<file path="src/rtl/mips_scp_pkg.sv">
// Shared definitions for the syscall sequencer: syscall codes and the FSM state encoding.
package mips_scp_pkg;

  localparam logic [31:0] SYS_PRINT_INT = 32'd1;
  localparam logic [31:0] SYS_PRINT_STR = 32'd4;
  localparam logic [31:0] SYS_SBRK      = 32'd9;
  localparam logic [31:0] SYS_EXIT      = 32'd10;

  typedef enum logic [2:0] {
    StIdle,
    StIntOut,
    StRdReq,
    StRdWait,
    StEmit,
    StDone,
    StHalt
  } scp_state_e;

endpackage

</file>
<file path="src/rtl/syscall_sequencer_if.sv">
// Signal bundle between the syscall sequencer and its environment (core control, shared
// memory read port, console sinks).
//   slave  : the sequencer side (serves syscalls, drives memory requests and console data)
//   master : the environment side (core, memory mux, console sink)
interface syscall_sequencer_if;
  // Core control
  logic        sys_req;
  logic [31:0] v0;
  logic [31:0] a0;
  logic        stall;
  logic        sys_done;
  logic        v0_we;
  logic [31:0] v0_wdata;
  // Shared memory read port
  logic        mem_req;
  logic [31:0] mem_addr;
  logic        mem_gnt;
  logic [31:0] mem_rdata;
  // Console sinks
  logic        chr_valid;
  logic [7:0]  chr_data;
  logic        chr_ready;
  logic        int_valid;
  logic [31:0] int_data;
  logic        int_ready;
  // Status
  logic [31:0] heap_ptr;
  logic        halted;

  modport slave (
    input  sys_req, v0, a0, mem_gnt, mem_rdata, chr_ready, int_ready,
    output stall, sys_done, v0_we, v0_wdata, mem_req, mem_addr, chr_valid, chr_data,
           int_valid, int_data, heap_ptr, halted
  );

  modport master (
    output sys_req, v0, a0, mem_gnt, mem_rdata, chr_ready, int_ready,
    input  stall, sys_done, v0_we, v0_wdata, mem_req, mem_addr, chr_valid, chr_data,
           int_valid, int_data, heap_ptr, halted
  );
endinterface

</file>
<file path="src/rtl/sys_heap_alloc.sv">
// Heap bump allocator for sbrk.
//   clk_i, reset_i : clock, synchronous active-high reset
//   req_bytes_i    : requested size ($a0), rounded up to a whole word
//   commit_i       : apply the allocation this cycle (only takes effect if it fits)
//   heap_ptr_o     : current heap break
//   result_o       : sbrk return value: old break if it fits, else all-ones
module sys_heap_alloc #(
  parameter logic [31:0] HEAP_BASE = 32'h1000_0000,
  parameter logic [31:0] HEAP_SIZE = 32'h0000_00fc
) (
  input  logic        clk_i,
  input  logic        reset_i,
  input  logic [31:0] req_bytes_i,
  input  logic        commit_i,
  output logic [31:0] heap_ptr_o,
  output logic [31:0] result_o
);

  localparam logic [32:0] HeapLimit = {1'b0, HEAP_BASE} + {1'b0, HEAP_SIZE};

  logic [31:0] heap_q, heap_d;
  logic [31:0] req_rounded;
  logic [32:0] heap_sum;
  logic        fits;

  always_comb begin
    // 32-bit wrap of the rounding is deliberately ignored.
    req_rounded = (req_bytes_i + 32'd3) & ~32'd3;
    // 33-bit sum so a request past the top of the address space never looks like a fit.
    heap_sum    = {1'b0, heap_q} + {1'b0, req_rounded};
    fits        = (heap_sum <= HeapLimit);
    result_o    = fits ? heap_q : 32'hFFFF_FFFF;
    heap_d      = (commit_i && fits) ? heap_sum[31:0] : heap_q;
  end

  always_ff @(posedge clk_i) begin
    if (reset_i) begin
      heap_q <= HEAP_BASE;
    end else begin
      heap_q <= heap_d;
    end
  end

  assign heap_ptr_o = heap_q;

endmodule

</file>
<file path="src/rtl/syscall_sequencer.sv">
// Multi-cycle syscall engine: print-int (1), print-string (4), sbrk (9), exit (10).
// Stalls the core while a syscall runs, reads string bytes through the shared memory port,
// streams characters/integers to the console and owns the heap break.
//   clk, reset : clock, synchronous active-high reset
//   bus        : slave side of syscall_sequencer_if (core control, memory port, console)
module syscall_sequencer
  import mips_scp_pkg::*;
#(
  parameter logic [31:0] HEAP_BASE = 32'h1000_0000,
  parameter logic [31:0] HEAP_SIZE = 32'h0000_00fc,
  parameter int unsigned MAX_STR   = 256
) (
  input logic                clk,
  input logic                reset,
  syscall_sequencer_if.slave bus
);

  localparam int unsigned CntW = $clog2(MAX_STR + 1);

  scp_state_e      state_q, state_d;
  logic [31:0]     code_q, code_d;
  logic [31:0]     ptr_q, ptr_d;
  logic [CntW-1:0] cnt_q, cnt_d;
  logic [31:0]     word_q, word_d;

  logic [CntW-1:0] cnt_inc;
  logic [7:0]      cur_byte;
  logic            heap_commit;
  logic [31:0]     heap_result;
  logic            sys_done;
  logic            v0_we;
  logic            mem_req;
  logic [31:0]     mem_addr;
  logic            chr_valid;
  logic [7:0]      chr_data;
  logic            int_valid;
  logic [31:0]     int_data;

  sys_heap_alloc #(
    .HEAP_BASE (HEAP_BASE),
    .HEAP_SIZE (HEAP_SIZE)
  ) u_heap (
    .clk_i       (clk),
    .reset_i     (reset),
    .req_bytes_i (bus.a0),
    .commit_i    (heap_commit),
    .heap_ptr_o  (bus.heap_ptr),
    .result_o    (heap_result)
  );

  // Strings are big-endian within a word: byte offset 0 is the most significant byte.
  always_comb begin
    cur_byte = word_q[31:24];
    unique case (ptr_q[1:0])
      2'd0: cur_byte = word_q[31:24];
      2'd1: cur_byte = word_q[23:16];
      2'd2: cur_byte = word_q[15:8];
      2'd3: cur_byte = word_q[7:0];
      default: cur_byte = word_q[31:24];
    endcase
  end

  assign cnt_inc = cnt_q + CntW'(1);

  always_comb begin
    state_d     = state_q;
    code_d      = code_q;
    ptr_d       = ptr_q;
    cnt_d       = cnt_q;
    word_d      = word_q;
    heap_commit = 1'b0;
    sys_done    = 1'b0;
    v0_we       = 1'b0;
    mem_req     = 1'b0;
    mem_addr    = '0;
    chr_valid   = 1'b0;
    chr_data    = '0;
    int_valid   = 1'b0;
    int_data    = '0;

    unique case (state_q)
      StIdle: begin
        if (bus.sys_req) begin
          code_d = bus.v0;
          case (bus.v0)
            SYS_PRINT_INT: state_d = StIntOut;
            SYS_PRINT_STR: begin
              ptr_d   = bus.a0;
              cnt_d   = '0;
              state_d = StRdReq;
            end
            SYS_EXIT: state_d = StHalt;
            default:  state_d = StDone; // sbrk resolves in DONE; unknown codes are no-ops
          endcase
        end
      end
      StIntOut: begin
        int_valid = 1'b1;
        int_data  = bus.a0;
        if (bus.int_ready) state_d = StDone;
      end
      StRdReq: begin
        mem_req  = 1'b1;
        mem_addr = {ptr_q[31:2], 2'b00};
        if (bus.mem_gnt) state_d = StRdWait;
      end
      StRdWait: begin
        word_d  = bus.mem_rdata;
        state_d = StEmit;
      end
      StEmit: begin
        if (cur_byte == 8'd0) begin
          state_d = StDone;
        end else begin
          chr_valid = 1'b1;
          chr_data  = cur_byte;
          if (bus.chr_ready) begin
            ptr_d = ptr_q + 32'd1;
            cnt_d = cnt_inc;
            if (cnt_inc == CntW'(MAX_STR)) begin
              state_d = StDone;
            end else if (ptr_q[1:0] == 2'b11) begin
              state_d = StRdReq;
            end
          end
        end
      end
      StDone: begin
        sys_done = 1'b1;
        if (code_q == SYS_SBRK) begin
          heap_commit = 1'b1;
          v0_we       = 1'b1;
        end
        state_d = StIdle;
      end
      StHalt: begin
        state_d = StHalt;
      end
      default: state_d = StIdle;
    endcase
  end

  always_ff @(posedge clk) begin
    if (reset) begin
      state_q <= StIdle;
      code_q  <= '0;
      ptr_q   <= '0;
      cnt_q   <= '0;
      word_q  <= '0;
    end else begin
      state_q <= state_d;
      code_q  <= code_d;
      ptr_q   <= ptr_d;
      cnt_q   <= cnt_d;
      word_q  <= word_d;
    end
  end

  assign bus.stall     = (bus.sys_req & ~sys_done) | (state_q == StHalt);
  assign bus.sys_done  = sys_done;
  assign bus.v0_we     = v0_we;
  assign bus.v0_wdata  = v0_we ? heap_result : 32'd0;
  assign bus.mem_req   = mem_req;
  assign bus.mem_addr  = mem_addr;
  assign bus.chr_valid = chr_valid;
  assign bus.chr_data  = chr_data;
  assign bus.int_valid = int_valid;
  assign bus.int_data  = int_data;
  assign bus.halted    = (state_q == StHalt);

endmodule

</file>
<file path="src/flat_wrapper.sv">
// flat-port wrapper written by rule: the top's interface ports become plain ports
module syscall_sequencer_flat import mips_scp_pkg::*;
#(
  parameter logic [31:0] HEAP_BASE = 32'h1000_0000,
  parameter logic [31:0] HEAP_SIZE = 32'h0000_00fc,
  parameter int unsigned MAX_STR   = 256
)
  (clk, reset, bus_sys_req, bus_v0, bus_a0, bus_mem_gnt, bus_mem_rdata, bus_chr_ready, bus_int_ready, bus_stall, bus_sys_done, bus_v0_we, bus_v0_wdata, bus_mem_req, bus_mem_addr, bus_chr_valid, bus_chr_data, bus_int_valid, bus_int_data, bus_heap_ptr, bus_halted);
  syscall_sequencer_if bus_i ();
  input logic clk;
  input logic reset;
  input wire logic [$bits(bus_i.sys_req)-1:0] bus_sys_req;
  input wire logic [$bits(bus_i.v0)-1:0] bus_v0;
  input wire logic [$bits(bus_i.a0)-1:0] bus_a0;
  input wire logic [$bits(bus_i.mem_gnt)-1:0] bus_mem_gnt;
  input wire logic [$bits(bus_i.mem_rdata)-1:0] bus_mem_rdata;
  input wire logic [$bits(bus_i.chr_ready)-1:0] bus_chr_ready;
  input wire logic [$bits(bus_i.int_ready)-1:0] bus_int_ready;
  output wire logic [$bits(bus_i.stall)-1:0] bus_stall;
  output wire logic [$bits(bus_i.sys_done)-1:0] bus_sys_done;
  output wire logic [$bits(bus_i.v0_we)-1:0] bus_v0_we;
  output wire logic [$bits(bus_i.v0_wdata)-1:0] bus_v0_wdata;
  output wire logic [$bits(bus_i.mem_req)-1:0] bus_mem_req;
  output wire logic [$bits(bus_i.mem_addr)-1:0] bus_mem_addr;
  output wire logic [$bits(bus_i.chr_valid)-1:0] bus_chr_valid;
  output wire logic [$bits(bus_i.chr_data)-1:0] bus_chr_data;
  output wire logic [$bits(bus_i.int_valid)-1:0] bus_int_valid;
  output wire logic [$bits(bus_i.int_data)-1:0] bus_int_data;
  output wire logic [$bits(bus_i.heap_ptr)-1:0] bus_heap_ptr;
  output wire logic [$bits(bus_i.halted)-1:0] bus_halted;
  assign bus_i.sys_req = bus_sys_req;
  assign bus_i.v0 = bus_v0;
  assign bus_i.a0 = bus_a0;
  assign bus_i.mem_gnt = bus_mem_gnt;
  assign bus_i.mem_rdata = bus_mem_rdata;
  assign bus_i.chr_ready = bus_chr_ready;
  assign bus_i.int_ready = bus_int_ready;
  assign bus_stall = bus_i.stall;
  assign bus_sys_done = bus_i.sys_done;
  assign bus_v0_we = bus_i.v0_we;
  assign bus_v0_wdata = bus_i.v0_wdata;
  assign bus_mem_req = bus_i.mem_req;
  assign bus_mem_addr = bus_i.mem_addr;
  assign bus_chr_valid = bus_i.chr_valid;
  assign bus_chr_data = bus_i.chr_data;
  assign bus_int_valid = bus_i.int_valid;
  assign bus_int_data = bus_i.int_data;
  assign bus_heap_ptr = bus_i.heap_ptr;
  assign bus_halted = bus_i.halted;
  syscall_sequencer #(.HEAP_BASE(HEAP_BASE), .HEAP_SIZE(HEAP_SIZE), .MAX_STR(MAX_STR)) u_core (.clk(clk), .reset(reset), .bus(bus_i));
endmodule
</file>
<file path="config.mk">
export PLATFORM = sky130hd
export DESIGN_NAME = syscall_sequencer_flat
export DESIGN_NICKNAME = d
export VERILOG_FILES = /design/src/rtl/mips_scp_pkg.sv /design/src/rtl/syscall_sequencer_if.sv /design/src/rtl/sys_heap_alloc.sv /design/src/rtl/syscall_sequencer.sv /design/src/flat_wrapper.sv
export SDC_FILE = /design/constraint.sdc
export NUM_CORES = 1
export LEC_CHECK = 0
export ABC_AREA = 0
export CORE_MARGIN = 3
export CORE_UTILIZATION = 45
export CTS_CLUSTER_SIZE = 25
export DETAILED_ROUTE_END_ITERATION = 10
export PLACE_DENSITY = 0.81
export SYNTH_ARGS = -nofsm -noshare
export SYNTH_HDL_FRONTEND = slang
export SYNTH_SLANG_ARGS = --single-unit
</file>
<file path="constraint.sdc">
create_clock -name clk -period 16.5 [get_ports clk]
set_clock_uncertainty 0.15 [all_clocks]
set_input_delay 1.65 -clock clk [delete_from_list [all_inputs] [get_ports clk]]
set_output_delay 1.65 -clock clk [all_outputs]
set_load 0.03 [all_outputs]
</file>
# Yosys cells after proc, flatten, opt, wreduce, memory -nomap -nowiden
# Index checks and enable logic that the tools add are counted.
# Widths: inputs -> output; s select.
# totals
reg_bits	140
input_bits	102
output_inout_bits	143
elab_cells	77
# classes
addsub	4
magnitude_cmp	1
n_eq_ne	22
mux	33
bitwise_logic	3
n_reduce_logical	8
# op_table
operator	n
$mux 32	8
$eq 32x4->1 const B	2
$pmux 32 s2	1
$mux 9	4
$add 32x32->33	1
$le 33x29->1 const B	1
$add 32x1->32 const B	1
$add 32x2->32 const B	1
$eq 32x1->1 const B	1
$eq 32x3->1 const B	1
$pmux 8 s4	1
$mux 3	7
$pmux 3 s6	1
$pmux 9 s2	1
$mux 8	2
$ne 2x2->1 const B	6
$reduce_and 5->1	2
$add 9x1->9 const B	1
$eq 3x3->1 const B	3
$eq 9x9->1 const B	1
$pmux 3 s3	1
$logic_not 8->1	1
$mux 1	7
$eq 3x2->1 const B	2
13 further kinds	14

# Depth between registers and ports, before layout
# Gate-level depths: netlist of the first run.
# depth
depth_word	6
ltp_mapped	23
mapped_depth_nobuf	21

# Modules after synthesis
# A second synthesis of the first run with hierarchy kept.
# unflattened
hier_cells	1450
area_unflattened_um2	10782.8
# by_module_without_submodules
mod	instances	cells_each	area_each_um2	seq_area_each_um2
syscall_sequencer	1	873	6439.9	2162.1
sys_heap_alloc	1	577	4342.9	600.6

# Worst setup path before layout of the first run
# Ideal clock, no wire load.
# synth_timing
kind	input-to-output
startpoint	input port bus_a0[1]
endpoint	output port bus_v0_wdata[1]
arrival_time_ns	6.155
t_required_ns	14.700
setup_slack_ns	8.545
path_stages	23
path_buffers	4
path_cell_list	o2111ai_1 > nor3_1 > and3_1 > nand2_1 > nor2_1 > and3_1 > and2_1 > clkbuf_1 > nand4_1 > xnor2_1 > ha_1 > buf_2 > a21o_1 > a31o_2 > a221oi_1 > nand3b_1 > o21ai_1 > xnor2_1 > nand4b_1 > o21ai_2 > clkbuf_1 > nor2_1 > buf_4
# synth_via
elab_chain_len	5
# synth_rtl
item	line	text
start, declared	flat_wrapper.sv:14	input wire logic [$bits(bus_i.a0)-1:0] bus_a0;
$add 32x2->32	sys_heap_alloc.sv:28	req_rounded = (req_bytes_i + 32'd3) & ~32'd3;
$add 32x32->33	sys_heap_alloc.sv:30	heap_sum = {1'b0, heap_q} + {1'b0, req_rounded};
$le 33x29->1	sys_heap_alloc.sv:31	fits = (heap_sum <= HeapLimit);
$mux 32	sys_heap_alloc.sv:32	result_o = fits ? heap_q : 32'hFFFF_FFFF;
$mux 32	syscall_sequencer.sv:162	assign bus.v0_wdata = v0_we ? heap_result : 32'd0;
end, declared	flat_wrapper.sv:22	output wire logic [$bits(bus_i.v0_wdata)-1:0] bus_v0_wdata;
# No other way between the ends.

# Final worst setup path of the first run
# layout_timing
startpoint	input port bus_a0[1]
endpoint	output port bus_v0_wdata[17]
# The elaborated chain is that of the path after synthesis.

==> out/metrics.cfg, run 1 <==
[run_status]
status=finished clean

[grt]
grt_pass1_wl_um=53600
grt_pass1_vias=10300
antenna_found_initial=0
grt-ovfl-total=0
grt_max_degree=100
grt_usage=0.278

[placement]
pre_cts_ws_ns=6.75
portBuffers=240
dp_hpwl_um=25300
gp_congestion=0.977
post_dp_cell_area_mm2=0.0122

[routing]
vias=11000
postRouteWirelength_um=34000
wl_per_cell_um=18.4
dr.pass1.iters=6
drc=0
initialDrtViolationCount=788
via_per_inst=5.93
drtAntennaViolNets=0

[min_path]
hold-path-cell-count=2
min_to=u_core.word_q[3]
hp-class=flop to flop
worstHoldStart=u_core.word_q[3]

[finish]
diodes=0
drive_gt1_frac=0.0413
layout.nets=1701
fill_cells=1920
finalInstanceArea_mm2=0.0128
syn2layout_area_growth_pct=31.2

[logic_synthesis]
yosys_most_used_dff=dfxtp_1
syn-instance-count=1391
netlist_top_cells_area=dfxtp_1 (28%), a21oi_1 (9.6%), nand2_1 (8.7%)
synth.distinct_cells=74
synthTopCellsByCount=nand2_1 (226), a21oi_1 (186), dfxtp_1 (138), nor2_1 (106), clkbuf_1 (76)
synth.largest_area_cell=dfxtp_1
ys_ff_latch=138
syn_area_per_cell_um2=6.99
synth_most_common_cell=nand2_1
synth_top_area_frac=0.284
ys_warn_count=0
synthArstFlopShare=0
netlist_area_mm2=0.00972
synth_edf_count=0
seq_area_frac_synth=0.284

[die]
core_area_mm2=0.0211
die_y_um=153
rows=53
die_x_um=153
initial_core_util=0.461
num_io_pins=245
dieArea_mm2=0.0234

[worst_setup_path]
r2r_cells=13
crit_type=input pin to primary output
end_kind=primary output
reg2reg_from=u_core.u_heap.heap_ptr_o[2]
r2r_slack_ns=11.93
critPathLaunchType=input pin
r2r-end=u_core.u_heap.heap_ptr_o[28]
cp_data_arrival_time_ns=8.13
path_max_fanout=51
critPathRequiredTime_ns=14.70

[timing]
rsz0062_at_grt=false
finalWorstSetupSlack_ns=6.57
finalCritPeriodShare=0.602
fin_tns_setup_ns=0
finalSetupViolCount=0
max_freq_mhz=101
slew_headroom=0.150
finalMaxSlewViolations=0
worst_slew_pin_slew_ns=1.27
hold_violations=0
min_period_ns=9.93

[clocking]
cts_buffer_depth=2
htreeDepth=4
clk_latency_ns=0.44
holdBufCountCts=0
cts_setup_buffers=0
cts_tree=yes
cts_sinks=138
clk_pin_slew_ns=0.07
cts_resized=0
numCtsBuffers=17
clockRootBuffer=clkbuf_16

[pwr]
vdd_drop_max_v=0.0000755
p_leak_nw=4.59
powerDensity_mw_per_mm2=102

[job]
maxCapViolations=0

## how the worst max path moves through the flow
stage,from,endpoint,cells past startpoint
6_report,bus_a0[1],bus_v0_wdata[17],22
5_1_grt,bus_a0[1],bus_v0_wdata[24],22
4_1_cts,bus_a0[1],bus_v0_wdata[16],22
3_5_place_dp,bus_a0[3],bus_v0_wdata[16],23
3_3_place_gp,bus_a0[3],bus_v0_wdata[30],23
2_1_floorplan,bus_a0[1],bus_v0_wdata[1],23
## sequential cells by signal (all words and copies together) (netlist names)
signal and cells:
u_core.cnt_q 9, u_core.u_heap.heap_ptr_o 30, u_core.ptr_q 32, u_core.word_q 32
u_core.state_q 3, u_core.code_q 32
## cell usage in the layout, fill, tap and decap left out, types with 17 or more instances in the layout
| cell | instances |
|---|---|
| dfxtp_1 | 138 |
| clkdlybuf4s50_1 | 239 |
| inv_1 | 54 |
| nand2_1 | 225 |
| clkbuf_16 | 17 |
| nand4_1 | 24 |
| o21ai_0 | 72 |
| nor4_1 | 21 |
| nor2_1 | 103 |
| ha_1 | 37 |
| a21oi_1 | 186 |
| nor3_1 | 25 |
| nand3_1 | 50 |
| and2_1 | 72 |
| and3_1 | 18 |
| xnor2_1 | 29 |
| xor2_1 | 19 |
## critical path, stage by stage
cell and delay [ns]:
clkdlybuf4s50_1 0.56, o2111ai_1 0.33, nor3_1 0.41, and3_1 0.26, nand2_1 0.10, nor2_1 0.16, and3_1 0.21, and2_1 0.31
nand3_1 0.14, xnor2_1 0.16, ha_1 0.41, a21oi_1 0.27, o21a_1 0.20, o31a_1 0.28, o22ai_1 0.10, or4_1 0.54
nor4_1 0.31, nand4_1 0.26, o21ai_4 0.20, buf_4 0.48, a21oi_1 0.14, clkdlybuf4s50_1 0.62
## kinds of logic after synthesis
kind of cell | share of synthesized area
AOI/OAI and AO/OA | 0.262
muxes | 0.00322
other | 0.000386
buffers and inverters | 0.0649
xor gates and xnor gates | 0.0433
DFF | 0.284
adders and majority gates | 0.0497
and+or+nand+nor | 0.292
## per-stage QoR
step	total power (W)	std cells	hold slack, ns	utilization
2_1_floorplan	0.000744	1394	0.281	-
3_3_place_gp	0.000898	1817	0.287	0.576
3_5_place_dp	0.000909	1817	0.293	0.576
4_1_cts	0.00130	1849	0.302	0.605
5_1_grt	0.00137	1849	0.323	0.605
6_report	0.00130	1849	0.306	0.605
## routing by layer
metal / vias up / part of all wire / global-route usage
li1: 5273 / - / -
met1: 5128 / 0.42 / 0.349
met2: 480 / 0.46 / 0.457
met3: 90 / 0.078 / 0.0600
met4: 0 / 0.044 / 0.131
met5: - / 0 / 0
## power breakdown
| part | internal, W | switching [W] | total [W] |
|---|---|---|---|
| sequential | 0.000373 | 0.0000414 | 0.000415 |
| combinational | 0.000182 | 0.000312 | 0.000493 |
| clock | 0.000205 | 0.000185 | 0.000390 |
| total | 0.000760 | 0.000538 | 0.00130 |
## cell type report
class | count | area (µm²) | area share
inverter | 55 | 206 | 0.0162
timing repair buffer | 249 | 2470 | 0.193
multi-input combinational | 1100 | 6370 | 0.500
tap | 275 | 344 | 0.0270
clock inverter | 15 | 175 | 0.0137
sequential | 138 | 2760 | 0.217
clock buffer | 17 | 425 | 0.0334
Power figures use the tool's default switching activity.
==> inputs of run 2 (changes only) <==
--- a/config.mk
+++ b/config.mk
@@ -10,7 +10,7 @@
 export CORE_UTILIZATION = 45
 export CTS_CLUSTER_SIZE = 25
 export DETAILED_ROUTE_END_ITERATION = 10
-export PLACE_DENSITY = 0.81
+export PLACE_DENSITY = 0.84
 export SYNTH_ARGS = -nofsm -noshare
 export SYNTH_HDL_FRONTEND = slang
 export SYNTH_SLANG_ARGS = --single-unit
==> constraint.sdc (replaced) <==
create_clock -name clk -period 9.1 [get_ports clk]
set_clock_uncertainty 0.15 [all_clocks]
set_input_delay 0.91 -clock clk [delete_from_list [all_inputs] [get_ports clk]]
set_output_delay 0.91 -clock clk [all_outputs]
set_load 0.03 [all_outputs]
==> out/metrics.cfg, run 2 (synthesis gave the netlist of run 1 again) <==
[run_status]
status=finished clean

[clocking]
clk_pin_slew_ns=0.07  ; about the same
cts_buffer_depth=2  ; unchanged
clockRootBuffer=clkbuf_16
cts_tree=yes
numCtsBuffers=17  ; unchanged
cts_setup_buffers=0  ; unchanged
htreeDepth=4  ; unchanged
cts_resized=0  ; unchanged
cts_sinks=138  ; unchanged
clk_latency_ns=0.44  ; about the same
holdBufCountCts=0  ; unchanged

[finish]
fin_cells=1852  ; +0.16%
drive_gt1_frac=0.0431  ; +0.00182
mostFrequentLayoutCell=clkdlybuf4s50_1
finish.utilization=0.607  ; +0.00226
layout.nets=1704  ; +0.18%
syn2layout_area_growth_pct=31.7
mostFrequentLayoutCells=clkdlybuf4s50_1 (239), nand2_1 (225), a21oi_1 (186)
reg_top3=u_core.code_q: 32 flops, u_core.ptr_q: 32 flops, u_core.word_q: 32 flops
diodes=0  ; unchanged

[grt]
antenna_found_initial=0  ; unchanged
grt_pass1_wl_um=52900  ; -1.4%
grtUsageMet1=0.348  ; -0.00169
grt-ovfl-total=0  ; unchanged
grt_busiest_layer=met2
grt_usage=0.273  ; -0.00486
grt_max_degree=105  ; +5.0%
grt_pass1_vias=10300  ; +0.078%
use_met3=0.0518  ; -0.00821
met2_usage=0.461  ; +0.00400

[routing]
via_per_inst=5.96  ; +0.53%
wl_per_cell_um=18.2  ; -1.0%
vias=11000  ; +0.69%
initialDrtViolationCount=858  ; +8.9%
dr.pass1.iters=9  ; +3
drc=0  ; unchanged
drtAntennaViolNets=0  ; unchanged
postRouteWirelength_um=33700  ; -0.89%

[worst_setup_path]
critPathRequiredTime_ns=8.04  ; -6.66 ns
crit_top_cell=nor3_1
path_buf_inv=3  ; unchanged
worst_path_max_delay_cell=clkdlybuf4s50_1
path_max_fanout=43  ; -16%
crit_type=input pin to primary output
crit_chain=clkdlybuf4s50_1, o2111ai_1, nor3_1, and3_1, nand3_1, nor3_1, and4_1, nand2_1, nor3_1, nand2_1, xnor2_1, ha_1, or2_2, nor3b_1, and3_1, nand3_1, o21ai_0, a311o_1, nand4b_1, o21ai_4, buf_4, a21oi_1, clkdlybuf4s50_1
end_kind=primary output
critPathLaunchType=input pin
path_delay_family=simple AND/OR/NAND/NOR gates
crit_path_max_incr_delay_ns=0.63  ; about the same
cp_data_arrival_time_ns=7.35  ; -0.78 ns

[timing]
finalSetupViolCount=0  ; unchanged
min_period_ns=8.41
finalCritPeriodShare=0.924
fin_tns_setup_ns=0  ; unchanged
worst_slew_pin_slew_ns=1.17  ; -0.101 ns
slew_headroom=0.218  ; +0.0675
max_freq_mhz=119
fin_hold_ws_ns=0.304  ; -0.00166 ns
rsz0062_at_grt=false
hold_violations=0  ; unchanged
finalMaxSlewViolations=0  ; unchanged

[pwr]
vdd_drop_max_v=0.000158  ; +110%
powerDensity_mw_per_mm2=188  ; +85%
p_leak_nw=4.62  ; +0.69%

[placement]
dp_cells=1820  ; +0.17%
portBuffers=240  ; unchanged
dp_hpwl_um=25100  ; -0.59%
gp_congestion=0.967  ; -1.0%

[min_path]
hp-class=flop to flop

[die]
initial_core_util=0.461  ; unchanged
die_x_um=153  ; unchanged
die_y_um=153  ; unchanged
core_area_mm2=0.0211  ; unchanged
rows=53  ; unchanged
num_io_pins=245  ; unchanged
dieArea_mm2=0.0234  ; unchanged

[job]
maxCapViolations=0  ; unchanged

run 2: cell count changes in the layout (fill, tap and decap cells not counted):
cell / before / now
buf_4: 10 / 13
bufinv_16: 0 / 3
clkinv_2: 0 / 1
clkinv_8: 4 / 0
inv_6: 4 / 6
inv_8: 6 / 4
run 2: final timing paths:
path / from / end / slack [ns] / cells after the start
setup / recovery: bus_a0[0] / bus_v0_wdata[8] / 0.69 / 23
hold reg to reg: u_core.word_q[30] / u_core.word_q[30] / 0.30 / 2
setup reg to reg: u_core.u_heap.heap_ptr_o[2] / u_core.u_heap.heap_ptr_o[28] / 4.45 / 14
hold / removal: u_core.word_q[30] / u_core.word_q[30] / 0.30 / 2
run 2: power by group:
group	internal, W	switching, W
Combinational	0.000331	0.000565
Clock	0.000444	0.000311
Sequential	0.000677	0.0000766
run 2: layout make-up:
class	count	area (µm²)
Inverter	55	206
Tap cell	275	344
Timing Repair Buffer	252	2490
Sequential cell	138	2760
Clock inverter	15	200
Fill cell	1939	8290
Clock buffer	17	425
Multi-Input combinational cell	1100	6370
run 2: metal layers:
| metal | vias to the layer above | wire (µm) |
|---|---|---|
| li1 | 5295 | - |
| met1 | 5157 | 13800 |
| met2 | 512 | 16000 |
| met3 | 83 | 2790 |
| met4 | 0 | 1100 |
| met5 | - | 0 |
run 2: through the flow:
stage	setup WS, ns	total power, W	instance area, µm²
floorplan	2.62	0.00135	9730
global placement	1.10	0.00163	12200
detailed placement	0.858	0.00165	12200
CTS	0.811	0.00240	12800
global route	0.255	0.00253	12800
finish	0.693	0.00240	12800
run 2: tightest hold or removal path: cells and delay by family, from the launching register on:
kind,cells,cell delay (ns)
compound gates,1,0.05
simple gates,1,0.05
flops,1,0.31
